**src/rtl/pipe_add_pkg.sv**
```systemverilog
// -----------------------------------------------------------------------------
// pipe_add_pkg
//   Shared definitions for the pipelined ripple-carry adder:
//     - default WIDTH / STAGES values
//     - slice_w(): bits handled by one pipeline stage
//     - stage_ctl_t: per-stage control payload (valid flag + carry to next slice)
// -----------------------------------------------------------------------------
package pipe_add_pkg;

    localparam int DEF_WIDTH  = 32;
    localparam int DEF_STAGES = 4;

    // Control part of each stage register. The data part (finished low
    // slices and still-pending operand slices) changes width from stage to
    // stage, so it lives in the generate block beside this struct.
    typedef struct packed {
        logic valid;
        logic carry;
    } stage_ctl_t;

    // Slice width per stage. A zero or negative stage count is caught by
    // the elaboration check in the top; returning WIDTH keeps the
    // expression defined until that check fires.
    function automatic int slice_w(input int width, input int stages);
        if (stages < 1) begin
            return width;
        end
        return width / stages;
    endfunction

endpackage : pipe_add_pkg

```
**src/rtl/rca_slice.sv**
```systemverilog
// -----------------------------------------------------------------------------
// rca_slice
//   Purely combinational ripple-carry adder over SLICE_W bits, built from
//   full-adder cells. One instance per pipeline stage.
//
// Ports
//   a, b   in   SLICE_W  operand slices
//   cin    in   1        carry into bit 0 of the slice
//   sum    out  SLICE_W  slice sum
//   cout   out  1        carry out of the slice MSB
// -----------------------------------------------------------------------------
module rca_slice #(
    parameter int SLICE_W = 8
) (
    input  logic [SLICE_W-1:0] a,
    input  logic [SLICE_W-1:0] b,
    input  logic               cin,
    output logic [SLICE_W-1:0] sum,
    output logic               cout
);

    logic w_carry;

    // NOTE: blocking assignments let w_carry ripple from cell to cell within
    // one evaluation; every output gets a value before use, so no latch forms.
    always_comb begin
        w_carry = cin;
        sum     = '0;
        for (int i = 0; i < SLICE_W; i++) begin
            sum[i]  = a[i] ^ b[i] ^ w_carry;
            w_carry = (a[i] & b[i]) | (w_carry & (a[i] ^ b[i]));
        end
        cout = w_carry;
    end

endmodule : rca_slice

```
**src/rtl/pipelined_rca_adder.sv**
```systemverilog
// -----------------------------------------------------------------------------
// pipelined_rca_adder
//   Streaming adder computing in_a + in_b + in_cin modulo 2^WIDTH. WIDTH is cut
//   into STAGES equal slices; stage k ripples slice k and registers the partial
//   sum, the slice carry, and the operand slices not yet consumed. Valid/ready
//   handshakes on both sides; one add per cycle at full throughput, latency
//   STAGES cycles.
//
// Parameters
//   WIDTH   operand/sum width, multiple of STAGES
//   STAGES  pipeline depth (1..WIDTH)
//
// Ports
//   clk        in   1      rising-edge clock
//   rst_n      in   1      asynchronous active-low reset (deassert synchronously)
//   in_valid   in   1      operands present
//   in_ready   out  1      operands accepted this cycle (combinational)
//   in_a       in   WIDTH  operand A
//   in_b       in   WIDTH  operand B
//   in_cin     in   1      carry into bit 0
//   out_valid  out  1      result present
//   out_ready  in   1      downstream accepts the result this cycle
//   out_sum    out  WIDTH  sum modulo 2^WIDTH
//   out_cout   out  1      carry out of bit WIDTH-1
//   out_ovf    out  1      signed overflow
//
// Build option
//   PIPE_ADD_OVF_EN  when defined, out_ovf reports two's-complement overflow,
//                    registered with the final stage; otherwise it is tied 0
//                    and no flop is built for it.
// -----------------------------------------------------------------------------
module pipelined_rca_adder
    import pipe_add_pkg::*;
#(
    parameter int WIDTH  = DEF_WIDTH,
    parameter int STAGES = DEF_STAGES
) (
    input  logic             clk,
    input  logic             rst_n,
    input  logic             in_valid,
    output logic             in_ready,
    input  logic [WIDTH-1:0] in_a,
    input  logic [WIDTH-1:0] in_b,
    input  logic             in_cin,
    output logic             out_valid,
    input  logic             out_ready,
    output logic [WIDTH-1:0] out_sum,
    output logic             out_cout,
    output logic             out_ovf
);

    localparam int SLICE_W = slice_w(WIDTH, STAGES);
    localparam int LAST    = STAGES - 1;

    if ((STAGES < 1) || (STAGES > WIDTH) || ((WIDTH % STAGES) != 0)) begin : g_bad_cfg
        $error("pipelined_rca_adder: WIDTH (%0d) must be a multiple of STAGES (%0d), 1 <= STAGES <= WIDTH",
               WIDTH, STAGES);
    end

    // -------------------------------------------------------------------------
    // Stage k: consumes the low slice of the operands handed to it, appends the
    // slice sum above the slices finished upstream, and passes the remaining
    // operand bits on. Register widths therefore grow (sum) and shrink
    // (operands) along the pipe, and every stored bit is used downstream.
    // -------------------------------------------------------------------------
    for (genvar k = 0; k < STAGES; k++) begin : g_stage
        localparam int LO_BIT = k * SLICE_W;
        localparam int UP_W   = WIDTH - LO_BIT;     // operand bits arriving here
        localparam int DONE_W = LO_BIT + SLICE_W;   // sum bits known after here

        logic               w_up_valid;
        logic               w_up_carry;
        logic [UP_W-1:0]    w_up_a;
        logic [UP_W-1:0]    w_up_b;
        logic [SLICE_W-1:0] w_slice_sum;
        logic               w_slice_cout;
        logic               w_down_rdy;
        logic               w_rdy;
        logic               w_load;

        stage_ctl_t         r_ctl;
        logic [DONE_W-1:0]  r_sum;

        // A stage may advance when it is empty or its contents move on this
        // cycle; this lets bubbles collapse while the output is stalled.
        assign w_rdy  = !r_ctl.valid || w_down_rdy;
        assign w_load = w_rdy && w_up_valid;

        if (k == LAST) begin : g_tail
            assign w_down_rdy = out_ready;
        end else begin : g_fwd
            assign w_down_rdy = g_stage[k+1].w_rdy;
        end

        rca_slice #(
            .SLICE_W (SLICE_W)
        ) u_slice (
            .a    (w_up_a[SLICE_W-1:0]),
            .b    (w_up_b[SLICE_W-1:0]),
            .cin  (w_up_carry),
            .sum  (w_slice_sum),
            .cout (w_slice_cout)
        );

        // NOTE: state is updated with non-blocking assignments so each stage
        // samples its upstream neighbour's value from before the clock edge.
        always_ff @(posedge clk or negedge rst_n) begin
            if (!rst_n) begin
                r_ctl <= '0;
            end else if (w_rdy) begin
                r_ctl.valid <= w_up_valid;
                if (w_up_valid) begin
                    r_ctl.carry <= w_slice_cout;
                end
            end
        end

        if (k == 0) begin : g_head
            assign w_up_valid = in_valid;
            assign w_up_carry = in_cin;
            assign w_up_a     = in_a;
            assign w_up_b     = in_b;

            // NOTE: data registers are reset as well, so out_sum reads 0 out of
            // reset; they only load on an accepted transfer and otherwise hold.
            always_ff @(posedge clk or negedge rst_n) begin
                if (!rst_n) begin
                    r_sum <= '0;
                end else if (w_load) begin
                    r_sum <= w_slice_sum;
                end
            end
        end else begin : g_body
            assign w_up_valid = g_stage[k-1].r_ctl.valid;
            assign w_up_carry = g_stage[k-1].r_ctl.carry;
            assign w_up_a     = g_stage[k-1].g_pend.r_a;
            assign w_up_b     = g_stage[k-1].g_pend.r_b;

            always_ff @(posedge clk or negedge rst_n) begin
                if (!rst_n) begin
                    r_sum <= '0;
                end else if (w_load) begin
                    r_sum <= {w_slice_sum, g_stage[k-1].r_sum};
                end
            end
        end

        // Operand bits above this slice ride along to the next stage; the last
        // stage has nothing left to forward.
        if (k < LAST) begin : g_pend
            logic [UP_W-SLICE_W-1:0] r_a;
            logic [UP_W-SLICE_W-1:0] r_b;

            always_ff @(posedge clk or negedge rst_n) begin
                if (!rst_n) begin
                    r_a <= '0;
                    r_b <= '0;
                end else if (w_load) begin
                    r_a <= w_up_a[UP_W-1:SLICE_W];
                    r_b <= w_up_b[UP_W-1:SLICE_W];
                end
            end
        end
    end

    assign in_ready  = g_stage[0].w_rdy;
    assign out_valid = g_stage[LAST].r_ctl.valid;
    assign out_sum   = g_stage[LAST].r_sum;
    assign out_cout  = g_stage[LAST].r_ctl.carry;

`ifdef PIPE_ADD_OVF_EN
    // The top slice of a and b arrives at the last stage with the data, so the
    // sign bits of both operands and of the sum are all visible right there.
    logic w_a_msb;
    logic w_b_msb;
    logic w_s_msb;
    logic w_ovf;
    logic r_ovf;

    assign w_a_msb = g_stage[LAST].w_up_a[SLICE_W-1];
    assign w_b_msb = g_stage[LAST].w_up_b[SLICE_W-1];
    assign w_s_msb = g_stage[LAST].w_slice_sum[SLICE_W-1];
    assign w_ovf   = (w_a_msb == w_b_msb) && (w_s_msb != w_a_msb);

    always_ff @(posedge clk or negedge rst_n) begin
        if (!rst_n) begin
            r_ovf <= 1'b0;
        end else if (g_stage[LAST].w_load) begin
            r_ovf <= w_ovf;
        end
    end

    assign out_ovf = r_ovf;
`else
    assign out_ovf = 1'b0;
`endif

endmodule : pipelined_rca_adder

```
**config.mk**
```make
export PLATFORM = sky130hd
export DESIGN_NAME = pipelined_rca_adder
export DESIGN_NICKNAME = d
export VERILOG_FILES = /design/src/rtl/pipe_add_pkg.sv /design/src/rtl/rca_slice.sv /design/src/rtl/pipelined_rca_adder.sv
export SDC_FILE = /design/constraint.sdc
export NUM_CORES = 1
export LEC_CHECK = 0
export BUFFER_PORTS_ARGS = -buffer_cell sky130_fd_sc_hd__buf_2
export CAP_MARGIN = 5
export CORE_MARGIN = 5
export CORE_UTILIZATION = 55
export CTS_BUF_LIST = sky130_fd_sc_hd__clkbuf_2
export DETAILED_ROUTE_END_ITERATION = 10
export PLACE_DENSITY = 0.79
export SLEW_MARGIN = 20
export SYNTH_ARGS = -nofsm -noshare
export SYNTH_HDL_FRONTEND = slang
export SYNTH_SLANG_ARGS = --single-unit
```
**constraint.sdc**
```tcl
create_clock -name clk -period 9.26 [get_ports clk]
set_input_delay 0.463 -clock clk [delete_from_list [all_inputs] [get_ports clk]]
set_output_delay 0.463 -clock clk [all_outputs]
set_load 0.02 [all_outputs]
```
==> flow_summary.json, run 1 <==
{
  "whs_ns": 0.1248,
  "hold_violations": 0,
  "core-area_sq_um": 13830,
  "tightest_slew_ns": 1.026,
  "multi_input_area_sq_um": 2859,
  "grt.total_usage_pct": 18.31,
  "dp.final_hpwl_mm": 8.871,
  "drv_cap": 0,
  "wl_met1_mm": 5.857,
  "setup_tns_ns": 0,
  "cts-buffers-inserted": 17,
  "clockBufferDepth": 2,
  "pwr-share-clk_pct": 17.8,
  "wl_mm": 13.57,
  "p_per_area_nw_per_um2": 266.9,
  "top_layer": "met4",
  "avgSynthCellArea_sq_um": 16.41,
  "wl_met3_um": 667,
  "async_flop_share_pct": 100.0,
  "insertion_delay_ns": 0.73,
  "synthCells": 470,
  "grt_max_degree": 108,
  "io_pins": 105,
  "seqPwrFrac_pct": 50.7,
  "ys_ff_latch": 184,
  "grt_pass1_vias": 4697,
  "fin_util_pct": 66.18,
  "diodes": 0,
  "cts_max_level": 4,
  "ir_worst_vdd_mv": 0.1143,
  "yosys_warnings": 0,
  "syn_area_sq_um": 7711,
  "dieArea_sq_um": 16490,
  "seq_area_sq_um": 4604,
  "crit_start": "g_stage[0].g_pend.r_a[0]",
  "crit_path_end": "g_stage[1].r_sum[15]",
  "dr_total_vias": 4164,
  "synth_top_cell_by_area": "dfrtp_1",
  "via_per_inst": 5.078,
  "clkSinkCount": 184,
  "synth_nets": 571,
  "crit_path_cell_trace": "fa_1 -> inv_1 -> fa_1 -> inv_1 -> fa_1 -> fa_1 -> fa_1 -> fa_1 -> fa_1 -> inv_1 -> fa_1 -> o21ai_0",
  "drt_iter0_markers": 174,
  "rsz0062_at_grt": "false",
  "finalSetupViolCount": 0,
  "critPathCaptureType": "flip-flop",
  "crit_arrival_ns": 4.51,
  "p_sw_share_pct": 31.42,
  "p_comb_share_pct": 31.5,
  "reg2regPathDepth": 12,
  "met2_wirelength_mm": 6.846,
  "maxSlewViolCount": 0,
  "critPathMaxFanout": 2,
  "drive_above_1_share_pct": 48.28,
  "ys.flop_type": "dfrtp_1",
  "route.detailed.drc": 0,
  "path_clk_slew_ns": 0.23,
  "grt-ovfl-total": 0,
  "p_int_uw": 1675,
  "area_delta_synth_final_pct": 18.66,
  "fin_nets": 728,
  "yosysTopAreaCellShare_pct": 59.71,
  "cts_tree": "done",
  "power_leakage_uw": 0.004274,
  "fmax_mhz": 260.1,
  "place.gp.congestion": 0.7393,
  "synth_most_common_cell": "dfrtp_1",
  "r2r_setup_slack_ns": 5.41,
  "die-height_um": 128.4,
  "synthTopCellsByCount": "dfrtp_1, mux2_2, inv_1",
  "crit_slowest_cell": "dfrtp_1",
  "post_drt_wl_per_cell_um": 16.54,
  "io_buffers": 103,
  "p_switching_uw": 767.2,
  "slowest_delay_ns": 0.46,
  "worst_setup_path_start_kind": "flip-flop",
  "synth-edff-count": 0,
  "dr.pass1.iters": 4,
  "start_util_pct": 55.77,
  "ys_types": 17,
  "post_cts.repair.setup_buffers": 0,
  "critPathKind": "reg -> reg",
  "r2r-end": "g_stage[1].r_sum[15]",
  "status": "completed",
  "grt_first_pass_wirelength_mm": 23.32,
  "crit_required_ns": 9.93,
  "crit_top_cell": "fa_1",
  "hold_class": "in -> reg",
  "fin_crit_ns": 3.845,
  "root_buffer": "clkbuf_2",
  "fin_crit_sh_pct": 41.53,
  "antenna_found_initial": 0,
  "ys_seq_area_share_pct": 59.71,
  "final_antenna_net_count": 0,
  "fp-row-count": 43,
  "r2r-start": "g_stage[0].g_pend.r_a[0]",
  "die_w_um": 128.4,
  "slew_headroom_pct": 31.40,
  "final.fill_count": 954,
  "synth_area_leaders": "dfrtp_1, mux2_2, fa_1",
  "fin_skew_ns": 0.02676
}
worst max-delay path: cells and delay by family, from the launching register on:
family / cells / cell delay (ns)
AOI/OAI and AO/OA: 1 / 0.17
buffers and inverters: 3 / 0.19
adders and majority gates: 8 / 2.97
DFF: 1 / 0.46
state kept, by name, indices dropped and copies added (netlist names):
name / cells
g_stage.g_pend.r_a: 48
g_stage.g_pend.r_b: 48
g_stage.r_sum: 48
out_sum: 32
g_stage.w_up_carry: 3
g_stage.w_up_valid: 3
out_cout: 1
out_valid: 1
cell families (layout without fill, tap and decap cells):
kind of cell	count (synthesis)	after routing	synth area share, %
buffers and inverters	57	227	3.472
other	1	1	0.04863
flip-flops	184	184	59.71
AND/OR/NAND/NOR	12	12	0.9087
adder cells (fa/ha/maj)	32	32	8.308
AO/OA/AOI/OAI	7	7	0.5355
multiplexers	177	177	27.02
layout by cell type (no fill, tap or decap), drive strengths merged:
master | synthesis | routed
dlygate4sd3 | 0 | 51
bufinv | 0 | 4
and4b | 1 | 1
nand3b | 1 | 1
o21ai | 6 | 6
nand2b | 4 | 4
conb | 1 | 1
clkbuf | 0 | 23
mux2 | 168 | 168
mux2i | 9 | 9
clkinv | 0 | 5
fa | 32 | 32
inv | 38 | 38
dfrtp | 184 | 184
nand4b | 1 | 1
a21boi | 1 | 1
clkinvlp | 0 | 1
nand2 | 5 | 5
buf | 19 | 105
per-layer routing:
layer / GRT usage [%] / vias to the layer above
li1: - / 1893
met1: 24.18 / 2161
met2: 29.85 / 92
met3: 4.525 / 18
met4: 6.554 / 0
met5: 0 / -
cell type report:
cell class	instances	area share, %
flip-flops and latches	184	50.32
multi-input cells	229	31.25
repair buffers	157	11.55
well taps	180	2.461
clock inverters	10	1.655
inverters	38	1.559
clock buffers	22	1.203
power groups by stage:
stage	logic [uW]	registers, uW	clock network (uW)
after global placement	728	1250	0
after detailed placement	770	1260	0
final	770	1240	434
after global routing	862	1280	482
after CTS	789	1240	450
after floorplan	462	1310	0
stage by stage:
stage | std cells | setup slack (ns) | cell area, sq um | power, uW
4_1_cts | 820 | 5.386 | 9145 | 2483
3_5_place_dp | 737 | 5.285 | 8373 | 2033
5_1_grt | 820 | 5.229 | 9150 | 2623
3_3_place_gp | 737 | 5.430 | 8373 | 1974
2_1_floorplan | 470 | 5.625 | 7711 | 1772
6_report | 820 | 5.415 | 9150 | 2442
worst min path at each step:
stage                              from                  endpoint  slack [ns]  cells after the start
floorplan                         rst_n  g_stage[0].g_pend.r_a[0]        0.17                      0
global placement            out_sum[19]               out_sum[19]        0.48                      1
detailed placement  g_stage[1].r_sum[4]       g_stage[2].r_sum[4]        0.49                      1
CTS                             in_b[5]       g_stage[0].r_sum[5]        0.03                      3
global route                    in_b[5]       g_stage[0].r_sum[5]        0.06                      3
finish                          in_b[5]       g_stage[0].r_sum[5]        0.12                      3
what timing repair did:
action / 4_1_cts / 5_1_grt
resized for setup: 0 / 0
hold buffers: 51 / 0
endpoints found under the hold margin: 158 / 0
No activity file was read; power rests on OpenSTA's default activity.
==> run 2: changes to the inputs <==
- clock period: 9.26 -> 3.9 ns (I/O delays scaled with it)
==> run 2 against run 1 <==
Compared with the run above: total power rose by 140%; via count rose by 1.4%; sequential share of layout area fell by 1.2 points; worst hold slack got worse by 0.020 ns; flip-flop and latch count did not move; critical path depth rose by 3; sequential power rose by 140%; die area did not move; register-to-register slack got worse by 5.2 ns; setup slack got worse by 5.4 ns; utilization rose by 1.6 points; cell area rose by 2.5%.
==> flow_summary.json, run 2 (synthesis results as in run 1) <==
{
  "status": "completed",
  "via_per_inst": 5.032,
  "whs_ns": 0.1049,
  "ir_worst_vdd_mv": 0.3584,
  "cts_max_level": 4,
  "setup_tns_ns": 0,
  "tightest_slew_ns": 1.060,
  "route.detailed.drc": 0,
  "critPathKind": "in -> reg",
  "final_antenna_net_count": 0,
  "power_leakage_uw": 0.004338,
  "drt_iter0_markers": 179,
  "clockBufferDepth": 2,
  "fin_skew_ns": 0.02304,
  "fmax_mhz": 258.6,
  "fin_crit_ns": 3.868,
  "dr_total_vias": 4222,
  "grt_pass1_vias": 4801,
  "fin_nets": 747,
  "grt-ovfl-total": 0,
  "area_delta_synth_final_pct": 21.58,
  "start_util_pct": 55.77,
  "layout_commonest_cell": "dfrtp_1",
  "insertion_delay_ns": 0.71,
  "grt.total_usage_pct": 18.65,
  "drv_cap": 0,
  "crit_required_ns": 4.57,
  "finalSetupViolCount": 0,
  "p_per_area_nw_per_um2": 626.4,
  "clkSinkCount": 184,
  "grt_max_degree": 115,
  "dr.pass1.iters": 4,
  "dieArea_sq_um": 16490,
  "path_clk_slew_ns": 0.24,
  "critPathMaxFanout": 1,
  "root_buffer": "clkbuf_2",
  "io_pins": 105,
  "dp.final_hpwl_mm": 8.825,
  "slew_headroom_pct": 29.08,
  "cts-buffers-inserted": 17,
  "drive_above_1_share_pct": 48.18,
  "core-area_sq_um": 13830,
  "cts_tree": "done",
  "hold_violations": 0,
  "grt_first_pass_wirelength_mm": 23.87,
  "fin_crit_sh_pct": 99.17,
  "maxSlewViolCount": 0,
  "wl_mm": 14.09,
  "die_w_um": 128.4,
  "antenna_found_initial": 1,
  "crit_arrival_ns": 4.54,
  "io_buffers": 103,
  "die-height_um": 128.4,
  "fp-row-count": 43,
  "rsz0062_at_grt": "false",
  "critPathCaptureType": "flip-flop",
  "final.fill_count": 929,
  "place.gp.congestion": 0.7276,
  "reg_top3": "g_stage.g_pend.r_a (48), g_stage.g_pend.r_b (48), g_stage.r_sum (48)",
  "final_cell_mix": "dfrtp_1, mux2_2, buf_2",
  "worst_setup_path_start_kind": "input pin",
  "hold_class": "in -> async",
  "post_drt_wl_per_cell_um": 16.79
}
## run 2: path summary, 6_finish.rpt
kind	startpoint	endpoint	slack (ns)	cells after the start
worst max-delay path	in_cin	g_stage[0].r_sum[7]	0.03	15
worst min-delay path	rst_n	g_stage[0].g_pend.r_b[4]	0.10	2
worst max register to register	g_stage[0].g_pend.r_a[0]	g_stage[1].r_sum[15]	0.17	12
worst min register to register	g_stage[1].g_pend.r_b[13]	g_stage[2].g_pend.r_b[5]	0.52	1
max in group asynchronous	rst_n	g_stage[0].g_pend.r_a[21]	2.86	3
min in group clk	in_a[17]	g_stage[0].g_pend.r_a[9]	0.22	3
## run 2: cell type report
type | count | area (sq um) | area share [%]
repair buffers | 176 | 1257 | 13.41
inverters | 38 | 142.6 | 1.521
clock inverters | 13 | 178.9 | 1.908
diodes | 1 | 2.502 | 0.02669
flip-flops and latches | 184 | 4604 | 49.11
multi-input cells | 229 | 2874 | 30.66
well taps | 180 | 225.2 | 2.402
clock buffers | 18 | 90.09 | 0.9609
## run 2: routing by layer
layer,track usage (%),wire length (um)
met1,24.05,6066
met2,30.92,7154
met3,5.230,686
met4,5.993,178
met5,0,0
## run 2: critical path: stages
cell,delay (ns)
dlygate4sd3_1,0.56
buf_2,0.14
fa_1,0.36
inv_1,0.08
fa_1,0.16
inv_1,0.05
fa_1,0.39
fa_2,0.35
fa_2,0.35
fa_2,0.35
fa_1,0.36
inv_1,0.08
fa_1,0.42
dlygate4sd3_1,0.58
mux2i_1,0.13
## run 2: what timing repair did
item,CTS,global route
hold buffers,69,0
resized for setup,0,9
endpoints found under the hold margin,174,0
setup endpoints to repair,0,4
setup buffers,0,0
## run 2: power breakdown
| group | switching [uW] | total, uW | internal [uW] |
|---|---|---|---|
| clock | 616 | 1030 | 417 |
| combinational | 864 | 1890 | 1020 |
| sequential | 382 | 2950 | 2570 |
| total | 1860 | 5870 | 4010 |
## run 2: metrics by stage
| stage | cells | instance area (sq um) | total power [uW] | util [%] | setup WS [ns] |
|---|---|---|---|---|---|
| after global routing | 839 | 9375 | 6301 | 67.80 | 0.01139 |
| final | 839 | 9375 | 5872 | 67.80 | 0.03241 |
| after global placement | 738 | 8393 | 4705 | 60.70 | 0.2006 |
| after floorplan | 470 | 7711 | 4207 | - | 0.3233 |
| after CTS | 838 | 9353 | 5943 | 67.64 | 0.05453 |
| after detailed placement | 738 | 8393 | 4844 | 60.70 | 0.09603 |
